==> src/rtl/de_input_conditioner.sv <==
// de_input_conditioner: synchronise, debounce and edge-detect DE-board SW/KEY pins (optional KEY_AUTOREPEAT_EN)
module de_input_conditioner #(
  parameter int DEBOUNCE_CYCLES = 1000000,
  parameter int REPEAT_DELAY    = 25000000,
  parameter int REPEAT_PERIOD   = 5000000
) (
  input  logic       CLOCK_50,
  input  logic       reset,
  input  logic [9:0] SW,
  input  logic [3:0] KEY,
  output logic [9:0] sw_clean,
  output logic [3:0] key_clean,
  output logic [3:0] key_press,
  output logic [3:0] key_release
);
  localparam int CW = $clog2(DEBOUNCE_CYCLES + 1);
  localparam logic [CW-1:0] LAST = CW'(DEBOUNCE_CYCLES - 1);
  if (DEBOUNCE_CYCLES < 1 || REPEAT_DELAY < 1 || REPEAT_PERIOD < 1) begin : g_bad_param
    $error("de_input_conditioner: DEBOUNCE_CYCLES, REPEAT_DELAY and REPEAT_PERIOD must be >= 1");
  end
  logic [13:0] s1_q, s2_q, clean_q, clean_d;
  logic [CW-1:0] cnt_q [14];
  logic [CW-1:0] cnt_d [14];
  logic [3:0] press_q, press_d, release_q, release_d, rep_fire;
  // Debounce: accept a level only after it has differed from clean for DEBOUNCE_CYCLES edges in a row
  always_comb begin
    clean_d = clean_q;
    for (int i = 0; i < 14; i++) begin
      cnt_d[i] = (s2_q[i] == clean_q[i] || cnt_q[i] == LAST) ? '0 : cnt_q[i] + 1'b1;
      clean_d[i] = (s2_q[i] != clean_q[i] && cnt_q[i] == LAST) ? s2_q[i] : clean_q[i];
    end
    press_d = (clean_d[13:10] & ~clean_q[13:10]) | rep_fire;
    release_d = ~clean_d[13:10] & clean_q[13:10];
  end
  // Sync chains (KEY inverted to active-high first), debounce state and registered pulses
  always_ff @(posedge CLOCK_50) begin
    if (reset) begin
      s1_q <= '0;
      s2_q <= '0;
      clean_q <= '0;
      press_q <= '0;
      release_q <= '0;
      for (int i = 0; i < 14; i++) cnt_q[i] <= '0;
    end else begin
      s1_q <= {~KEY, SW};
      s2_q <= s1_q;
      clean_q <= clean_d;
      press_q <= press_d;
      release_q <= release_d;
      for (int i = 0; i < 14; i++) cnt_q[i] <= cnt_d[i];
    end
  end
`ifdef KEY_AUTOREPEAT_EN
  localparam int RW = $clog2((REPEAT_DELAY > REPEAT_PERIOD ? REPEAT_DELAY : REPEAT_PERIOD) + 1);
  localparam logic [RW-1:0] RD = RW'(REPEAT_DELAY - 1);
  localparam logic [RW-1:0] RP = RW'(REPEAT_PERIOD - 1);
  logic [RW-1:0] rcnt_q [4];
  logic [RW-1:0] rcnt_d [4];
  logic [3:0] first_q, first_d;
  // Repeat timer runs only while a key stays pressed across the edge; first interval is the longer delay
  always_comb begin
    first_d = first_q;
    rep_fire = '0;
    for (int i = 0; i < 4; i++) begin
      rep_fire[i] = clean_q[10+i] && clean_d[10+i] && rcnt_q[i] == (first_q[i] ? RD : RP);
      rcnt_d[i] = (!(clean_q[10+i] && clean_d[10+i]) || rep_fire[i]) ? '0 : rcnt_q[i] + 1'b1;
      first_d[i] = !(clean_q[10+i] && clean_d[10+i]) || (first_q[i] && !rep_fire[i]);
    end
  end
  // Repeat timer state
  always_ff @(posedge CLOCK_50) begin
    if (reset) begin
      first_q <= '1;
      for (int i = 0; i < 4; i++) rcnt_q[i] <= '0;
    end else begin
      first_q <= first_d;
      for (int i = 0; i < 4; i++) rcnt_q[i] <= rcnt_d[i];
    end
  end
`else
  assign rep_fire = '0;
`endif
  assign sw_clean = clean_q[9:0];
  assign key_clean = clean_q[13:10];
  assign key_press = press_q;
  assign key_release = release_q;
endmodule

==> config.mk <==
export PLATFORM = sky130hd
export DESIGN_NAME = de_input_conditioner
export DESIGN_NICKNAME = d
export VERILOG_FILES = /design/src/rtl/de_input_conditioner.sv
export SDC_FILE = /design/constraint.sdc
export NUM_CORES = 1
export LEC_CHECK = 0
export BUFFER_PORTS_ARGS = -buffer_cell sky130_fd_sc_hd__buf_4
export CAP_MARGIN = 5
export CORE_UTILIZATION = 56
export DETAILED_ROUTE_END_ITERATION = 6
export HOLD_SLACK_MARGIN = 0.03
export MAX_ROUTING_LAYER = met4
export PLACE_DENSITY_LB_ADDON = 0.1
export REMOVE_ABC_BUFFERS = 1
export SYNTH_ARGS = -nofsm -noshare
export SYNTH_HDL_FRONTEND = slang
export SYNTH_SLANG_ARGS = --single-unit
export TNS_END_PERCENT = 30
==> constraint.sdc <==
create_clock -name CLOCK_50 -period 2.45 [get_ports CLOCK_50]
set_input_delay 0.245 -clock CLOCK_50 [delete_from_list [all_inputs] [get_ports CLOCK_50]]
set_output_delay 0.245 -clock CLOCK_50 [all_outputs]
set_load 0.03 [all_outputs]
Word level (Yosys, flattened, before mapping)
Memory sizes are Yosys's and may differ from the RTL's.
Cells that the tools add are included.
- multiplexer cells: 35
- bitwise logic cells: 19
- reductions and logical operators: 28
- add/subtract/negate cells: 14
- equal/unequal tests: 42
- operator list (operator ; number):
    two-way mux 20 bit ; 28
    adder 20 x 1 -> 20 bit, second input constant ; 14
    equality test 20 bit, second input constant ; 14
    equality test 1 bit ; 14
    logical AND 1 bit ; 14
    logical OR 1 bit ; 14
    inequality test 1 bit ; 14
    bitwise OR 1 bit ; 14
    NOT 4 bit ; 3
    AND 4 bit ; 2
    two-way mux 1 bit ; 7
- logic and storage cells: 154
- register bits after elaboration: 50
- input port bits: 16
- output and inout bits: 22
- RAM bits: 280
- memories: 1
- memory list (memory ; depth ; width ; read ports ; clocked after memory_dff ; write ports ; RTL line ; RTL):
    cnt_q ; 14 ; 20 ; 14 ; 0 ; 14 ; 22 ; logic [CW-1:0] cnt_q [14];

Logic depth before layout (Yosys ltp)
An unclocked memory read counts as a cell.
- word-level depth: 6
- gate-level depth with buffers: 7
- gate-level depth less buffers: 5

Least setup slack after synthesis
OpenSTA, ideal clock, no wires.
- path type: register to register
- start point: memory cnt_q[1][50] (netlist bit)
- end point: memory cnt_q[1][48] (netlist bit)
- period minus slack after synthesis: 1952 ps
- setup time: 115 ps
- arrival time: 1837 ps
- buffers on the path: 1
- data required time: 2335 ps
- path slack: 498 ps
- cell stages (with the launch flop): 6
- cells stage by stage: dfxtp_1 or4_1 or4_4 o21ai_4 buf_6 nor2_1
- RTL lines (element ; RTL line):
    from (decl) ; 22

==> metrics.txt <==
CP peak stage delay=0.57 ns; synthesized cell area=14300 sq um; placed cells=1961; Worst-Margin Slew=0.511 ns; routed wire length=26300 um; Crit path buffers/inverters=0; vias in the first global route=10400; flops & latches, synth=330; RePlAce Congestion=0.817; CP endpoint kind=flip-flop; data required time of the critical path=2.83 ns; # nets final=1713; DRC Markers=0; CTS tree=built; row count=58; Worst VDD drop=0.560 mV; CTS Buffer Depth=3; Skew-Pair Late Insertion Delay=0.52 ns; CP cell instances=or4_1 > or4_4 > o21ai_4 > nor2_1; Final Hold Vio Count=0; top-count cell post-synth=dfxtp_1; Final Non-Filler Cells=2038; clk sinks=330; pre-CTS setup slack=0.337 ns; P per Cell Area=676 nW/um^2; post-synthesis simple-gate area fraction=0.298; chip width=162 um; clock skew=0.0177 ns; Syn Area/Cell=8.79 sq um; top cell family by delay on the critical path=simple AND/OR/NAND/NOR gates; Num CTS Buffers=36; fin. max-slew vios=0; Clock Pin Slew Worst Setup and Hold Paths=0.06 ns; Setup Buffers After CTS=0; Final Power=11.0 mW; Critical Path AT=2.51 ns; LEAKAGE=4.88 nW; first-pass GRT wire length=45600 um; wire length per cell=12.9 um; Vias/cell=5.56; synth warn=0; Crit path depth=4; Synth Instances=1633; placeable core area=25200 sq um; HP Class=input port to flip-flop; outcome=completed; HPWL Detailed=17700 um; dominant cell type by area after synthesis=dfxtp_1; slowest CP cell=or4_4; Die Y-Extent=162 um; Reg2Reg Depth=4; pin count of the biggest net entering global routing=36; Max Fclk=470 MHz; ANT nets after route=0; GRT Total Usage=0.207; Yosys top cell area share=0.460; mux contribution to synthesized area=0; Die Footprint=26300 sq um; number of max-cap violations=0; io pins=38; Slew HR=0.658; Startpoint Class=flip-flop; Post-CTS Resized=0; largest family of logic cells by synthesized area=simple AND/OR/NAND/NOR gates; Post-Synth Adder-Cell Area=0.0122; Via Count=11300; number of synthesized flops with an enable pin=0; largest cells by area after synthesis=dfxtp_1, xnor2_1, nor2_1, nand3_1, xor2_1; unrepaired setup endpoints after global routing=no; ys flop type=dfxtp_1; CTS H-tree lvls=2; Synth Area in Compound Gates=0.0944; top post-synthesis cells by count=dfxtp_1, nor2_1, nand3_1; Buffers on Ports=37; post-layout min period=2.13 ns; # setup viols final=0; First-pass DRT Iterations=4; grt ovf=0; Initial Util=0.570; Starting DRT DRC Count=605; setup TNS=0 ns; part of the cycle the worst path needs=0.868; Root Driver=clkbuf_16; Worst Slack Setup Final=0.324 ns; library cells used by synthesis=47; XOR/XNOR Fraction of Synth Area=0.103; synth-to-layout area growth=13.3%; worst hold stages=2; share of cells above drive strength 1=0.0872; Setup Crit Path Kind=flip-flop to flip-flop; antenna violations before repair=0; crit path max fanout=19; number of diodes=0; Synth async-reset ratio=0; sequential share of the synthesized area=0.460
[layout by cell type (no fill, tap or decap), types with 9 or more instances in the layout]
cell type	instances
nor4b_1	9
xnor2_1	107
nor2b_1	26
or3_1	66
or4_1	58
nand3_1	113
ha_1	14
dlygate4sd3_1	14
o31ai_1	40
nand4_1	45
nand2_1	76
or2_2	12
clkbuf_16	37
and3_1	22
buf_4	50
nor3_1	42
and2_1	13
nor4_1	28
a21oi_1	107
nor2_1	201
nand2b_1	10
o21ai_0	63
xor2_1	62
and4_1	18
inv_1	55
clkbuf_8	11
dfxtp_1	330
[logic make-up after synthesis]
logic type                 after synthesis
AOI/OAI and AO/OA                      232
xor gates and xnor gates               169
adders and majority gates               14
buffers and inverters                  108
DFF                                    330
and+or+nand+nor                        780
[per-stage QoR]
step                utilization  hold slack [ns]  instance area (sq um)
finish                    0.646            0.125                  16300
global route              0.646            0.127                  16300
global placement          0.592            0.395                  14900
detailed placement        0.592            0.399                  14900
CTS                       0.646            0.110                  16300
floorplan                     -            0.312                  14100
[layout make-up]
class | instances | area (sq um)
sequential | 330 | 6610
tap | 330 | 413
timing repair buffer | 65 | 536
clock buffer | 52 | 1090
fill | 2187 | 8920
clock inverter | 11 | 116
inverter | 55 | 206
multi-input combinational | 1195 | 7290
[what timing repair did]
item	4_1_cts	5_1_grt
endpoints found under the setup margin	0	0
endpoints found under the hold margin	14	0
hold buffers	14	0
[routing by layer]
layer,track usage,routed length [um],share of wire
met1,0.265,13000,0.49
met2,0.336,12100,0.46
met3,0.0291,650,0.025
met4,0.0630,580,0.022
met5,-,0,0
[flip-flops by register name, summed over array words and instances (netlist names)]
register and count:
cnt_q 280, key_release 4, clean_q 14, s2_q 14, s1_q 14, key_press 4
[report_power, final]
part | total [mW] | switching, mW | internal [mW] | leakage [nW]
registers | 5.41 | 0.0171 | 5.39 | 2.66
logic | 0.143 | 0.0779 | 0.0651 | 1.61
clock network | 5.44 | 2.13 | 3.31 | 0.605
total | 11.0 | 2.22 | 8.77 | 4.88
[worst paths after layout]
| kind | slack (ns) | startpoint | endpoint |
|---|---|---|---|
| setup reg to reg | 0.32 | cnt_q[1][50] | cnt_q[1][47] |
| hold reg to reg | 0.43 | s1_q[0] | s2_q[0] |
| hold / removal | 0.12 | reset | s2_q[3] |
| setup / recovery | 0.32 | cnt_q[1][50] | cnt_q[1][47] |
No activity file was read; power rests on OpenSTA's default activity.
